===== src/rtl/batpu_pkg.sv =====
// rtl/batpu_pkg.sv - shared opcode, ALU op and FSM state types for the BatPU2 ALU issue path
// LDI/ADI legality depends on ALU_ISSUE_IMM_EN.
package batpu_pkg;
  localparam int REG_AW = 4;
  localparam int DATA_W = 8;

  typedef enum logic [3:0] {
    OPC_ADD = 4'd2,
    OPC_SUB = 4'd3,
    OPC_NOR = 4'd4,
    OPC_AND = 4'd5,
    OPC_XOR = 4'd6,
    OPC_RSH = 4'd7,
    OPC_LDI = 4'd8,
    OPC_ADI = 4'd9
  } opcode_e;

  typedef enum logic [2:0] {
    ALU_ADD = 3'b000,
    ALU_SUB = 3'b001,
    ALU_NOR = 3'b010,
    ALU_AND = 3'b011,
    ALU_XOR = 3'b100,
    ALU_RSH = 3'b101
  } alu_op_e;

  typedef enum logic [1:0] {
    ST_IDLE  = 2'd0,
    ST_ISSUE = 2'd1,
    ST_WB    = 2'd2
  } state_e;

  function automatic logic opcode_legal(input logic [3:0] opc);
    case (opc)
      OPC_ADD, OPC_SUB, OPC_NOR, OPC_AND, OPC_XOR, OPC_RSH: opcode_legal = 1'b1;
`ifdef ALU_ISSUE_IMM_EN
      OPC_LDI, OPC_ADI: opcode_legal = 1'b1;
`endif
      default: opcode_legal = 1'b0;
    endcase
  endfunction
endpackage


===== src/rtl/alu_issue_ctrl_if.sv =====
// rtl/alu_issue_ctrl_if.sv - instruction request handshake between decode and the ALU issue controller
interface alu_issue_ctrl_if;
  import batpu_pkg::*;

  logic              req_valid;
  logic              req_ready;
  logic [3:0]        req_opcode;
  logic [REG_AW-1:0] req_dst;
  logic [REG_AW-1:0] req_srca;
  logic [REG_AW-1:0] req_srcb;
  logic [DATA_W-1:0] req_imm;

  modport master (
    output req_valid, req_opcode, req_dst, req_srca, req_srcb, req_imm,
    input  req_ready
  );

  modport slave (
    input  req_valid, req_opcode, req_dst, req_srca, req_srcb, req_imm,
    output req_ready
  );
endinterface


===== src/rtl/batpu_regfile.sv =====
// rtl/batpu_regfile.sv - NREGS x 8 register file, one sync write port, two async reads plus debug read
module batpu_regfile
  import batpu_pkg::*;
#(
  parameter int NREGS = 16
) (
  input  logic              clk,
  input  logic              rst_n,
  input  logic              we,
  input  logic [REG_AW-1:0] waddr,
  input  logic [DATA_W-1:0] wdata,
  input  logic [REG_AW-1:0] raddr_a,
  input  logic [REG_AW-1:0] raddr_b,
  input  logic [REG_AW-1:0] dbg_addr,
  output logic [DATA_W-1:0] rdata_a,
  output logic [DATA_W-1:0] rdata_b,
  output logic [DATA_W-1:0] dbg_data
);
  logic [DATA_W-1:0] mem [NREGS];

  always_ff @(posedge clk) begin
    if (!rst_n) begin
      for (int i = 0; i < NREGS; i++) mem[i] <= '0;
    end else if (we && waddr != '0) begin
      mem[waddr] <= wdata;
    end
  end

  // r0 is forced to zero on every read port regardless of array contents
  assign rdata_a  = (raddr_a  == '0) ? '0 : mem[raddr_a];
  assign rdata_b  = (raddr_b  == '0) ? '0 : mem[raddr_b];
  assign dbg_data = (dbg_addr == '0) ? '0 : mem[dbg_addr];
endmodule


===== src/rtl/alu_issue_ctrl.sv =====
// rtl/alu_issue_ctrl.sv - IDLE/ISSUE/WB sequencer feeding the combinational 8-bit ALU
// Immediate instructions (LDI/ADI) and the immediate latch exist only with ALU_ISSUE_IMM_EN.
module alu_issue_ctrl
  import batpu_pkg::*;
#(
  parameter int NREGS = 16
) (
  input  logic              clk,
  input  logic              rst_n,
  alu_issue_ctrl_if.slave   req,
  output logic [DATA_W-1:0] alu_a,
  output logic [DATA_W-1:0] alu_b,
  output logic [2:0]        alu_op,
  output logic              alu_cin,
  input  logic [DATA_W-1:0] alu_result,
  input  logic              alu_cout,
  input  logic              alu_zero,
  output logic              done,
  output logic              illegal,
  output logic              flag_z,
  output logic              flag_c,
  input  logic [REG_AW-1:0] dbg_addr,
  output logic [DATA_W-1:0] dbg_data
);
  state_e            state;
  opcode_e           opc;
  logic [REG_AW-1:0] dst, srca, srcb;
`ifdef ALU_ISSUE_IMM_EN
  logic [DATA_W-1:0] imm;
`endif
  logic [DATA_W-1:0] res_q;
  logic              cout_q, zero_q;
  logic [DATA_W-1:0] rd_a, rd_b;

  batpu_regfile #(.NREGS(NREGS)) u_regfile (
    .clk      (clk),
    .rst_n    (rst_n),
    .we       (state == ST_WB),
    .waddr    (dst),
    .wdata    (res_q),
    .raddr_a  (srca),
    .raddr_b  (srcb),
    .dbg_addr (dbg_addr),
    .rdata_a  (rd_a),
    .rdata_b  (rd_b),
    .dbg_data (dbg_data)
  );

  assign req.req_ready = (state == ST_IDLE);
  assign alu_cin       = 1'b0;

  always_comb begin
    alu_a  = '0;
    alu_b  = '0;
    alu_op = ALU_ADD;
    if (state == ST_ISSUE) begin
      case (opc)
        OPC_ADD: begin alu_a = rd_a; alu_b = rd_b; alu_op = ALU_ADD; end
        OPC_SUB: begin alu_a = rd_a; alu_b = rd_b; alu_op = ALU_SUB; end
        OPC_NOR: begin alu_a = rd_a; alu_b = rd_b; alu_op = ALU_NOR; end
        OPC_AND: begin alu_a = rd_a; alu_b = rd_b; alu_op = ALU_AND; end
        OPC_XOR: begin alu_a = rd_a; alu_b = rd_b; alu_op = ALU_XOR; end
        OPC_RSH: begin alu_a = rd_a; alu_op = ALU_RSH; end
`ifdef ALU_ISSUE_IMM_EN
        OPC_ADI: begin alu_a = rd_a; alu_b = imm; alu_op = ALU_ADD; end
`endif
        default: ;
      endcase
    end
  end

  always_ff @(posedge clk) begin
    if (!rst_n) begin
      state   <= ST_IDLE;
      opc     <= OPC_ADD;
      dst     <= '0;
      srca    <= '0;
      srcb    <= '0;
`ifdef ALU_ISSUE_IMM_EN
      imm     <= '0;
`endif
      res_q   <= '0;
      cout_q  <= 1'b0;
      zero_q  <= 1'b0;
      flag_z  <= 1'b0;
      flag_c  <= 1'b0;
      done    <= 1'b0;
      illegal <= 1'b0;
    end else begin
      done    <= 1'b0;
      illegal <= 1'b0;
      case (state)
        ST_IDLE: begin
          if (req.req_valid) begin
            if (opcode_legal(req.req_opcode)) begin
              opc   <= opcode_e'(req.req_opcode);
              dst   <= req.req_dst;
              srca  <= req.req_srca;
              srcb  <= req.req_srcb;
`ifdef ALU_ISSUE_IMM_EN
              imm   <= req.req_imm;
`endif
              state <= ST_ISSUE;
            end else begin
              illegal <= 1'b1;
            end
          end
        end
        ST_ISSUE: begin
          res_q  <= alu_result;
`ifdef ALU_ISSUE_IMM_EN
          if (opc == OPC_LDI) res_q <= imm;
`endif
          cout_q <= alu_cout;
          zero_q <= alu_zero;
          // done is high for the whole WB cycle, two cycles after accept
          done   <= 1'b1;
          state  <= ST_WB;
        end
        ST_WB: begin
          // ALU cout on SUB is a borrow; the architectural carry is its inverse
          case (opc)
            OPC_ADD: begin flag_z <= zero_q; flag_c <= cout_q;  end
            OPC_SUB: begin flag_z <= zero_q; flag_c <= ~cout_q; end
            OPC_NOR, OPC_AND, OPC_XOR: begin flag_z <= zero_q; flag_c <= 1'b0; end
`ifdef ALU_ISSUE_IMM_EN
            OPC_ADI: begin flag_z <= zero_q; flag_c <= cout_q;  end
`endif
            default: ;
          endcase
          state <= ST_IDLE;
        end
        default: state <= ST_IDLE;
      endcase
    end
  end
endmodule


===== src/flat_wrapper.sv =====
// flat-port wrapper written by rule: the top's interface ports become plain ports
module alu_issue_ctrl_flat import batpu_pkg::*;
#(
  parameter int NREGS = 16
)
  (clk, rst_n, alu_a, alu_b, alu_op, alu_cin, alu_result, alu_cout, alu_zero, done, illegal, flag_z, flag_c, dbg_addr, dbg_data, req_req_valid, req_req_opcode, req_req_dst, req_req_srca, req_req_srcb, req_req_imm, req_req_ready);
  alu_issue_ctrl_if req_i ();
  input  logic clk;
  input  logic rst_n;
  output logic [DATA_W-1:0] alu_a;
  output logic [DATA_W-1:0] alu_b;
  output logic [2:0] alu_op;
  output logic alu_cin;
  input  logic [DATA_W-1:0] alu_result;
  input  logic alu_cout;
  input  logic alu_zero;
  output logic done;
  output logic illegal;
  output logic flag_z;
  output logic flag_c;
  input  logic [REG_AW-1:0] dbg_addr;
  output logic [DATA_W-1:0] dbg_data;
  input wire logic [$bits(req_i.req_valid)-1:0] req_req_valid;
  input wire logic [$bits(req_i.req_opcode)-1:0] req_req_opcode;
  input wire logic [$bits(req_i.req_dst)-1:0] req_req_dst;
  input wire logic [$bits(req_i.req_srca)-1:0] req_req_srca;
  input wire logic [$bits(req_i.req_srcb)-1:0] req_req_srcb;
  input wire logic [$bits(req_i.req_imm)-1:0] req_req_imm;
  output wire logic [$bits(req_i.req_ready)-1:0] req_req_ready;
  assign req_i.req_valid = req_req_valid;
  assign req_i.req_opcode = req_req_opcode;
  assign req_i.req_dst = req_req_dst;
  assign req_i.req_srca = req_req_srca;
  assign req_i.req_srcb = req_req_srcb;
  assign req_i.req_imm = req_req_imm;
  assign req_req_ready = req_i.req_ready;
  alu_issue_ctrl #(.NREGS(NREGS)) u_core (.clk(clk), .rst_n(rst_n), .req(req_i), .alu_a(alu_a), .alu_b(alu_b), .alu_op(alu_op), .alu_cin(alu_cin), .alu_result(alu_result), .alu_cout(alu_cout), .alu_zero(alu_zero), .done(done), .illegal(illegal), .flag_z(flag_z), .flag_c(flag_c), .dbg_addr(dbg_addr), .dbg_data(dbg_data));
endmodule

===== config.mk =====
export PLATFORM = sky130hd
export DESIGN_NAME = alu_issue_ctrl_flat
export DESIGN_NICKNAME = d
export VERILOG_FILES = /design/src/rtl/batpu_pkg.sv /design/src/rtl/alu_issue_ctrl_if.sv /design/src/rtl/batpu_regfile.sv /design/src/rtl/alu_issue_ctrl.sv /design/src/flat_wrapper.sv
export SDC_FILE = /design/constraint.sdc
export NUM_CORES = 1
export LEC_CHECK = 0
export ABC_CLOCK_PERIOD_IN_PS = 3900
export CAP_MARGIN = 25
export CORE_ASPECT_RATIO = 1.75
export CORE_MARGIN = 1.5
export CORE_UTILIZATION = 45
export CTS_CLUSTER_SIZE = 16
export DETAILED_ROUTE_END_ITERATION = 6
export MAX_ROUTING_LAYER = met4
export PLACE_DENSITY_LB_ADDON = 0.08
export SYNTH_ARGS = -nofsm -noshare
export SYNTH_HDL_FRONTEND = slang
export SYNTH_SLANG_ARGS = --single-unit

===== constraint.sdc =====
create_clock -name clk -period 3.9 [get_ports clk]
set_input_delay 0.78 -clock clk [delete_from_list [all_inputs] [get_ports clk]]
set_output_delay 0.78 -clock clk [all_outputs]
set_load 0.01 [all_outputs]

==> results.ini <==
[sta]
slew_headroom_pct = 49.2
timing.hold.ws_ns = 0.457
final.setup.tns_ns = 0
timing.final.crit_share_pct = 95.5
finalSetupViolCount = 0
fin_worst_skew_ns = 0.00537
fmax_mhz = 268
drv_slew = 0
final.min_clock_period_ns = 3.73
worst_pin_slew_ns = 0.759
hold_viol_final = 0
rsz0062_at_grt = no

[setup_path]
end_kind = output port
timing.rr.start = u_core.state[1]
required_ns = 3.12
critPathMaxStageDelay_ns = 0.66
critPathSlowestCell = clkdlybuf4s50_1
cp_max_fo = 8
cp-start-kind = input port
cp.arrival_ns = 2.95
cp_cell_sequence = clkdlybuf4s50_1 > nand2b_1 > o22ai_1 > a221oi_1 > o21ai_0 > clkdlybuf4s50_1
critical_path.startpoint = dbg_addr[3]
cpMostUsedCell = clkdlybuf4s50_1
worstSetupPathType = in -> out

[global_route]
first_global_vias = 6674
grt_antenna_before_repair = 0
overflow = 0
grt.total_usage_pct = 26.2
grt_first_pass_wirelength_microns = 40300
grt_max_degree = 36

[clocking]
cts_root_buf = clkbuf_16
clk_latency_ns = 0.43
cts_sinks = 168
clkTransAtPathRegs_ns = 0.07
numCtsBuffers = 17
cts_setup_buffers = 0
clock_path_buffers = 2
cts_resized = 0
h-tree-depth = 4
cts_tree = built
cts_hold_buf = 0

[placed_design]
io_buffer_count = 64
routabilityCongestion = 0.956
placed_area_sq_um = 10400
hpwl_microns = 20000
placed_cells = 1005

[logic_synthesis]
syn_avg_cell_area_sq_um = 13.4
async_flop_share_pct = 0
synth_xor_area_share_pct = 0
yosys_warnings = 0
synth.distinct_cells = 43
netlist_instances = 700
synth_edf_count = 128
ys_ff_latch = 168
synth_flop_cell = edfxtp_1
synth_top_family_by_area = multiplexers
yosys-mux-area-fraction_pct = 27.3
seq_area_frac_synth_pct = 49.3
syn-cell-area_sq_um = 9410
synthSimpleGateAreaFrac_pct = 15.1
synthAdderAreaFrac_pct = 0
synth_compound_area_share_pct = 4.63

[finish]
antenna_cells = 0
nNetsFinal = 817
final_layout_size_suffix_gt1_share_pct = 22.6
fin_cells = 1037
area_growth_pct = 17.1
final_cell_area_sq_um = 11000

[die]
die_y_microns = 194
core_area_sq_um = 20400
ioPinCount = 74
start_util_pct = 46.2
rows = 69
die-area_sq_um = 21800
die_w_microns = 112

[routing]
route.detailed.drc = 2
ant_nets = 0
drt-initial-drc-count = 416
wl_microns = 26500
vias_per_cell = 6.06
wire_per_inst_microns = 25.6
first_pass_iters = 7
dr_total_vias = 6283

[hold_path]
hold_path_class = reg -> reg
hp-start = u_core.zero_q

[power]
total_power_w = 0.00422
leakage_nw = 3.77
powerDensity_nw_per_um2 = 383
peakVddDrop_v = 0.000348

[flow_run]
max_cap_viol_count = 0

[run_status]
failed_checks = design-rule violations
outcome = finished with violations

## cells in the final DEF, fill, tap and decap left out, drive strengths merged, types with 9 or more instances in the layout
| master | netlist | routed |
|---|---|---|
| buf | 39 | 42 |
| o22ai | 23 | 23 |
| nand2 | 42 | 42 |
| clkdlybuf4s50 | 0 | 63 |
| clkbuf | 17 | 17 |
| a21oi | 12 | 12 |
| mux4 | 76 | 76 |
| and2 | 121 | 121 |
| dfxtp | 40 | 40 |
| o21ai | 21 | 21 |
| conb | 1 | 9 |
| nand2b | 11 | 11 |
| nor2 | 42 | 42 |
| edfxtp | 128 | 128 |
| mux2i | 78 | 78 |
## registers in the layout, summed over array words and instances (netlist names), named ones only
name                  flops
u_core.u_regfile.mem    128
u_core.res_q              8
u_core.dst                4
u_core.opc                4
u_core.srca               4
u_core.srcb               4
u_core.state              2
u_core.cout_q             1
u_core.done               1
u_core.flag_c             1
u_core.flag_z             1
u_core.illegal            1
u_core.zero_q             1
## layout make-up
class                           count  area (sq um)
Fill cell                        1709          9350
Sequential cell                   168          4650
Multi-Input combinational cell    481          4470
Timing Repair Buffer              105           993
Clock buffer                       17           425
Tap cell                          248           310
Clock inverter                     15           164
Inverter                            3          11.3
## routing by layer
metal	share of wire (%)	GRT usage, %	wire length [microns]
met1	35	27.4	9400
met2	55	47.1	14600
met3	4.2	4.05	1120
met4	5.2	13.7	1390
met5	0	-	0
## final timing paths
| kind | end | slack, ns | depth (start not counted) |
|---|---|---|---|
| hold reg to reg | u_core.zero_q | 0.46 | 2 |
| hold / removal | u_core.zero_q | 0.46 | 2 |
| setup / recovery | dbg_data[0] | 0.17 | 6 |
| setup reg to reg | u_core.u_regfile.mem[3][1] | 1.65 | 5 |
## power breakdown
part	internal, W	switching, W	leakage, nW
Clock	0.000956	0.000742	0.288
Combinational	0.000240	0.000230	1.84
Sequential	0.00199	0.0000657	1.64
Total	0.00318	0.00104	3.77
## metrics by stage
| stage | util [%] | setup slack, ns |
|---|---|---|
| detailed placement | 51.2 | 0.216 |
| global placement | 51.2 | 0.239 |
| finish | 54.1 | 0.175 |
| global route | 54.1 | 0.0520 |
| CTS | 54.1 | 0.156 |
| floorplan | - | 1.22 |
## worst max-delay path, delay by kind of cell
family / cells / cell delay (ns)
buffers and inverters: 2 / 1.26
and+or+nand+nor: 1 / 0.33
AOI/OAI and AO/OA: 3 / 0.57
## cells in the mapped netlist, drive strengths merged, types with 3 or more instances
cell | number | area, sq um
o22ai | 23 | 144
nand2b | 11 | 71.3
a21oi | 12 | 60.1
nor2 | 42 | 210
nor3 | 5 | 58.8
dfxtp | 40 | 801
a221oi | 6 | 52.6
nand2 | 42 | 160
nor2b | 3 | 18.8
nor4b | 3 | 38.8
mux2 | 7 | 78.8
mux2i | 78 | 781
o2111ai | 6 | 52.6
edfxtp | 128 | 3840
o21ai | 21 | 105
nor4 | 3 | 33.8
clkbuf | 17 | 63.8
mux4 | 76 | 1710
nand3 | 3 | 15.0
buf | 39 | 259
and2 | 121 | 757
## cells by family (layout without fill, tap and decap cells)
kind of cell,count (synthesis),after routing
buffers and inverters,59,140
flip-flops,168,168
other,1,9
AO/OA/AOI/OAI,71,71
multiplexers,161,161
AND/OR/NAND/NOR,240,240
No activity file was read; power rests on OpenSTA's default activity.
